File: src/rtl/plantard_mm_sched.sv
// plantard_mm_sched: two-requester round-robin scheduler for the shared
// fixed-latency plantard_mm modular multiplier. Admits at most one operand per
// cycle, carries a (valid, owner, address) tag alongside each operand through
// a LAT-deep shift register, and returns every result to its owner. A drain
// request stops admission and returns to IDLE once the pipe is empty.
module plantard_mm_sched #(
    parameter int DW  = 12,
    parameter int AW  = 8,
    parameter int LAT = 4
) (
    input  logic          clk,
    input  logic          rst,
    input  logic          en,
    input  logic          drain,
    input  logic          req0,
    input  logic          req1,
    input  logic [DW-1:0] a0,
    input  logic [DW-1:0] a1,
    input  logic [AW-1:0] addr0,
    input  logic [AW-1:0] addr1,
    output logic          gnt0,
    output logic          gnt1,
    output logic [DW-1:0] mm_a,
    input  logic [DW-1:0] mm_c,
    output logic          rsp_valid,
    output logic          rsp_id,
    output logic [AW-1:0] rsp_addr,
    output logic [DW-1:0] rsp_data,
    output logic          busy,
    output logic          done
);

    localparam int CW = $clog2(LAT + 1);

    typedef enum logic [1:0] {
        IDLE  = 2'd0,
        RUN   = 2'd1,
        DRAIN = 2'd2
    } state_t;

    typedef struct packed {
        logic          valid;
        logic          id;
        logic [AW-1:0] addr;
    } tag_t;

    state_t          state_r;
    state_t          state_nxt_s;
    logic            prio_r;        // 0: requester 0 wins a tie, 1: requester 1 wins
    logic [CW-1:0]   inflight_r;
    tag_t            tag_r [LAT];

    logic            gnt0_s;
    logic            gnt1_s;
    logic            gnt_any_s;
    logic            done_s;
    logic            rsp_raw_s;
    logic [AW-1:0]   addr_sel_s;

    // Next-state decode and round-robin grant; reset suppresses all grants.
    always_comb begin
        state_nxt_s = state_r;
        gnt0_s      = 1'b0;
        gnt1_s      = 1'b0;
        done_s      = 1'b0;
        if (rst) begin
            state_nxt_s = IDLE;
        end else begin
            case (state_r)
                IDLE: begin
                    if (en) state_nxt_s = RUN;
                    else    state_nxt_s = IDLE;
                end
                RUN: begin
                    // drain wins over en and blocks admission in the same cycle
                    if (drain) begin
                        state_nxt_s = DRAIN;
                    end else if (req0 && req1) begin
                        gnt0_s = (prio_r == 1'b0);
                        gnt1_s = (prio_r == 1'b1);
                    end else if (req0) begin
                        gnt0_s = 1'b1;
                    end else if (req1) begin
                        gnt1_s = 1'b1;
                    end else begin
                        state_nxt_s = RUN;
                    end
                end
                DRAIN: begin
                    if (inflight_r == CW'(0)) begin
                        state_nxt_s = IDLE;
                        done_s      = 1'b1;
                    end else begin
                        state_nxt_s = DRAIN;
                    end
                end
                default: state_nxt_s = IDLE;
            endcase
        end
    end

    assign gnt_any_s  = gnt0_s | gnt1_s;
    assign addr_sel_s = gnt1_s ? addr1 : (gnt0_s ? addr0 : {AW{1'b0}});
    assign rsp_raw_s  = tag_r[LAT-1].valid;

    // State register and round-robin pointer (moves only when something is granted).
    always_ff @(posedge clk) begin
        if (rst) begin
            state_r <= IDLE;
            prio_r  <= 1'b0;
        end else begin
            state_r <= state_nxt_s;
            if (gnt_any_s) prio_r <= gnt0_s;
            else           prio_r <= prio_r;
        end
    end

    // In-flight counter: +1 on admission, -1 on result, unchanged when both happen.
    always_ff @(posedge clk) begin
        if (rst) begin
            inflight_r <= CW'(0);
        end else begin
            case ({gnt_any_s, rsp_raw_s})
                2'b10:   inflight_r <= inflight_r + CW'(1);
                2'b01:   inflight_r <= inflight_r - CW'(1);
                default: inflight_r <= inflight_r;
            endcase
        end
    end

    // Tag shift register tracking each operand through the multiplier latency.
    always_ff @(posedge clk) begin
        if (rst) begin
            for (int i = 0; i < LAT; i++) tag_r[i] <= '0;
        end else begin
            tag_r[0] <= '{valid: gnt_any_s, id: gnt1_s, addr: addr_sel_s};
            for (int i = 1; i < LAT; i++) tag_r[i] <= tag_r[i-1];
        end
    end

    assign gnt0      = gnt0_s;
    assign gnt1      = gnt1_s;
    assign mm_a      = gnt1_s ? a1 : (gnt0_s ? a0 : {DW{1'b0}});
    assign rsp_valid = rsp_raw_s & ~rst;
    assign rsp_id    = rsp_valid ? tag_r[LAT-1].id : 1'b0;
    assign rsp_addr  = rsp_valid ? tag_r[LAT-1].addr : {AW{1'b0}};
    assign rsp_data  = mm_c;
    assign busy      = ~rst & ((state_r != IDLE) | (inflight_r != CW'(0)));
    assign done      = done_s;

endmodule

File: config.mk
export PLATFORM = sky130hd
export DESIGN_NAME = plantard_mm_sched
export DESIGN_NICKNAME = d
export VERILOG_FILES = /design/src/rtl/plantard_mm_sched.sv
export SDC_FILE = /design/constraint.sdc
export NUM_CORES = 1
export LEC_CHECK = 0
export ABC_AREA = 1
export CORE_MARGIN = 2
export CORE_UTILIZATION = 44
export CTS_BUF_LIST = sky130_fd_sc_hd__clkbuf_2 sky130_fd_sc_hd__clkbuf_4 sky130_fd_sc_hd__clkbuf_8
export DETAILED_ROUTE_END_ITERATION = 10
export GPL_ROUTABILITY_DRIVEN = 0
export GPL_TIMING_DRIVEN = 0
export PLACE_DENSITY = 0.95
export SKIP_CTS_REPAIR_TIMING = 1
export SYNTH_ARGS = -nofsm -noshare
export SYNTH_HDL_FRONTEND = slang
export SYNTH_SLANG_ARGS = --single-unit
File: constraint.sdc
create_clock -name clk -period 2.9 [get_ports clk]
set_clock_uncertainty 0.15 [all_clocks]
set_input_delay 0.58 -clock clk [delete_from_list [all_inputs] [get_ports clk]]
set_output_delay 0.58 -clock clk [all_outputs]
set_load 0.05 [all_outputs]
Yosys cells after proc, flatten, opt, wreduce, memory -nomap -nowiden. Memories as Yosys holds them, arrays and structs flattened. Index checks and enable logic that the tools add are counted.

Output and inout port bits: 38. Memories: 1. Register bits: 6. RAM bits: 40. Input bits: 58. Logic and storage cells: 65.

Bitwise operators: 10. Add/subtract/negate cells: 2. Eq/ne operators: 7. Muxes and demuxes: 35. Reductions and logical operators: 7.

Memories: tag_r (depth 4, bits a word 10, rd ports 4, clocked after Yosys merged registers in 0, write ports 4, RTL line 51) `tag_t tag_r [LAT];`.

Operator list (number): $mux W10 (4); $mux W12 (2); $mux W8 (3); $mux W1 (19); $mux W2 (5); $ne A3 B3 Y1 const B (3); $or A1 B1 Y1 (6); $pmux W2 S3 (1); $pmux W3 S2 (1); $eq A2 B1 Y1 const B (2); $eq A2 B2 Y1 const B (2); $reduce_bool A2 Y1 (2); $add A3 B1 Y3 const B (1); $logic_not A3 Y1 (1); $reduce_and A3 Y1 (1); $reduce_bool A3 Y1 (1); $sub A3 B1 Y3 const B (1); $and A1 B1 Y1 (2); $logic_not A2 Y1 (1); $not A1 Y1 (2); $logic_and A1 B1 Y1 (1).

Longest topological paths before layout. Gate-level depths: netlist (run 1).

Depth after elaboration: 9. Gate-level depth with buffers: 15. Mapped depth without buffers: 15.

Worst setup path before layout (run 1). Ideal clock, no wire load.

Kind: input port to output port. From: input rst. To: output done. Path slack: -67 ps. Buffers on the path: 1. Arrival: 2237 ps. Cell stages on the path: 2. Required time: 2170 ps. Path through: buf_2 > nor4_1.

Word-level cells in the longest chain between the ends: 1.

Ends and longest elaborated chain: start: declaration (RTL line 12) `input logic rst,`; $mux W1 (RTL line 66) `if (rst) begin`; end: declaration (RTL line 30) `output logic done`.

Every way passes these cells.

Worst setup path after layout (run 1).
From: input req1. To: output gnt1.

Word-level cells in the longest chain between the ends: 6. Elaborated cells on any way between the ends: 7. Classes of those cells: mux (6); reduce/logical (1).

Ends and longest elaborated chain: start: declaration (RTL line 16) `input logic req1,`; $mux W1 (RTL line 83) `end else if (req1) begin`; $mux W1 (RTL line 81) `end else if (req0) begin`; $mux W1 * (RTL line 78) `end else if (req0 && req1) begin`; $mux W1 * (RTL line 76) `if (drain) begin`; $mux W1 * (RTL line 69) `case (state_r)`; $mux W1 * (RTL line 66); end: declaration (RTL line 22) `output logic gnt1,`.

Every way passes the cells marked *; elsewhere a longest branch is shown, timed or not.

==> impl_results.md, run 1 <==
- Port buffer count: 82
- Syn Area/Cell: between 7 and 8 um2
- Crit start category: primary input
- RSZ-0062 raised after global routing: no
- # Max-Cap Violations: 0
- HPWL Detailed: 3.25 mm
- Final core occ: 67.5%
- Ranking of synthesized cells by area: dfxtp_1, inv_1, nand2_1
- Filler cell count: 349
- Status: complete, no violations
- Post-Syn Area: 1930 um2
- Detailed-route DRC error count: 0
- Root Driver: clkbuf_8
- Crit path DAT: about 2.0 ns
- # nets final: slightly above 400
- Worst Setup End Kind: primary output
- Wire length per cell: roughly 9.9 um
- Initial core utilization: 44.9%
- I/O pins: 96
- Req. time, crit path: 2.17 ns
- Layout cell share with drive strength beyond 1: 17.1%
- Gr usage total: 17.5%
- Antenna-violating nets left: 0
- Post-Place Worst Slack: -0.352 ns
- GRT overflow: 0
- Die W: about 70 um
- Area leader, netlist: dfxtp_1
- Largest net degree at the start of global routing: 15
- Crit path kind: primary input to primary output
- CP Cell Sequence: clkdlybuf4s50_1 > nand2_1 > nor2_4 > nand2_2 > inv_4 > buf_12 > dlymetal6s2s_1
- Slowest stage delay, CP: a little over 0.5 ns
- N_diodes: 0
- Number of global-route vias before repair: 1792
- Final period utilization: 95.1%
- H-tree lvl count: 2
- Antenna violations before repair: 0
- Mapped Cells: around 260
- GR Util met3: 4.47%
- Top cell type's share of synthesized area: 47.8%
- Yosys reg bits: 46
- Seq/Total Area, Yosys: between 40 and 50%
- Setup-failing EPs final: 0
- Worst path top cell family by delay: buffers and inverters
- Die height: roughly 70 um
- Clk pin slew, worst setup/hold paths: 0.08 ns
- Worst-case vdd ir drop: 0.000190 V
- Crit-path max FO: 10
- FMAX: 0.363 GHz
- Area Growth Syn to Fin: 50.5%
- CTS Buf Count: 5
- Flop-to-flop setup slack: around 0.77 ns
- Vias per inst: between 4 and 5
- Deepest clock path buffer count: 2
- CTS tree: done
- Setup ws final: between 0.1 and 0.15 ns
- Drt pass-1 iters: 4
- Max-slew violations: 0
- TritonCTS Sinks: between 40 and 50
- Tmin final: ~2.8 ns
- Met2 GRT Util: between 30% and 40%
- GR Util met1: between 15 and 20%
- Global-route wire length before repair: around 6.9 mm
- YS warnings: 0
- Total area of sequential cells: between 900 and 1000 um2
- CP bufs+invs: 4
- Power per cell area: about 450 nW/um2
- Worst Hold Class: flip-flop to flip-flop
- Synthesized net count: 321
- Area of the multi-input gates: 631 um2
- WL final: about 4 mm
- DRT iter0 DRCs: just over 40
- # rows: 24
- Area of the die: about 4900 um2
- GR peak layer: met2
- Least-Margin Pin Slew: approximately 0.5 ns
- Core area: 4290 um2
- Max_slew headroom: 66.1%
- Via count: about 1700
- Leakage Power: ~1.5 nW
- Final Hold Vio Count: 0
- Clk_lat worst skew: approximately 0.29 ns
- Library cells used by synthesis: 21
- Slowest cell on the critical path: clkdlybuf4s50_1
-- sequential cells by signal (all words and copies together), names as in the netlist --
register and flops:
prio_r 1, inflight_r 3, state_r 2, tag_r 40
-- Yosys cell counts --
master	instances
nand2_2	11
nand4_1	1
buf_6	1
inv_1	56
nor2_4	1
inv_2	1
buf_4	12
a21oi_1	4
buf_2	8
dfxtp_1	46
nand3_1	24
fa_1	1
o21ai_0	4
nor2_2	1
nor4_1	1
buf_12	1
nor2_1	40
inv_4	1
ha_1	1
a21oi_2	2
nand2_1	44
-- cells by family after synthesis --
kind of cell	after synthesis	share of synthesized area, %
DFF	46	47.8
and+or+nand+nor	123	27.7
adders and majority gates	2	1.69
buffers and inverters	80	19.8
AOI/OAI and AO/OA	10	2.99
-- per-layer routing --
metal	share of wire, %	up-vias
li1	-	924
met4	2.2	0
met5	0	-
met1	37	727
met3	7.4	8
met2	53	67
-- cells in the final DEF (no fill, tap or decap), types with 2 or more instances in the layout --
cell type	netlist	routed
dfxtp_1	46	46
clkbuf_8	0	5
a21oi_1	4	4
o21ai_0	4	4
buf_4	12	12
nand2_2	11	11
nand3_1	24	24
inv_1	56	56
buf_2	8	8
clkdlybuf4s50_1	0	59
nor2_1	40	40
dlymetal6s2s_1	0	11
a21oi_2	2	2
clkbuf_2	0	12
nand2_1	44	44
-- layout make-up --
class	count	share of cell area, %
Inverter	58	7.59
Clock buffer	6	2.63
Multi-Input combinational cell	135	21.7
Sequential cell	46	31.8
Clock inverter	2	1.29
Tap cell	52	2.24
Timing Repair Buffer	82	27.2
Buffer	22	5.57
-- tightest hold or removal path, cell delays in order, from the launching register on --
cell     delay (ns)
dfxtp_1        0.30
inv_1          0.04
nor2_1         0.03
-- power by group --
part / total [mW] / internal [mW] / switching, mW
clock network: 0.470 / 0.266 / 0.204
logic: 0.196 / 0.0961 / 0.100
registers: 0.643 / 0.639 / 0.00379
total: 1.31 / 1.00 / 0.308
-- path summary, 6_finish.rpt --
check | depth (start not counted) | endpoint | from
worst min register to register | 2 | tag_r[2][3] | tag_r[1][3]
worst min-delay path | 2 | tag_r[2][3] | tag_r[1][3]
worst max-delay path | 7 | gnt1 | req1
worst max register to register | 15 | inflight_r[2] | state_r[1]
-- stage by stage --
step	cell area [um2]	hold WS, ns	power [mW]	cells	setup TNS, ns
floorplan	1930	0.238	0.761	261	0
global placement	2820	0.240	0.854	395	-4.02
detailed placement	2820	0.243	0.858	395	-4.34
CTS	2930	0.252	1.32	403	-4.47
global route	2900	0.271	1.35	403	0
finish	2900	0.246	1.31	403	0
Power figures use the tool's default switching activity.
==> run 2, diff against run 1 <==
SLEW_MARGIN = 20   (was unset)
==> results of run 2 <==
The final DEF is identical to that of run 1; final timing and power are the same.
==> run 3, diff against run 2 <==
CTS_CLUSTER_DIAMETER = 150   (was unset)
==> results of run 3 <==
The final DEF is identical to that of run 1; final timing and power are the same.
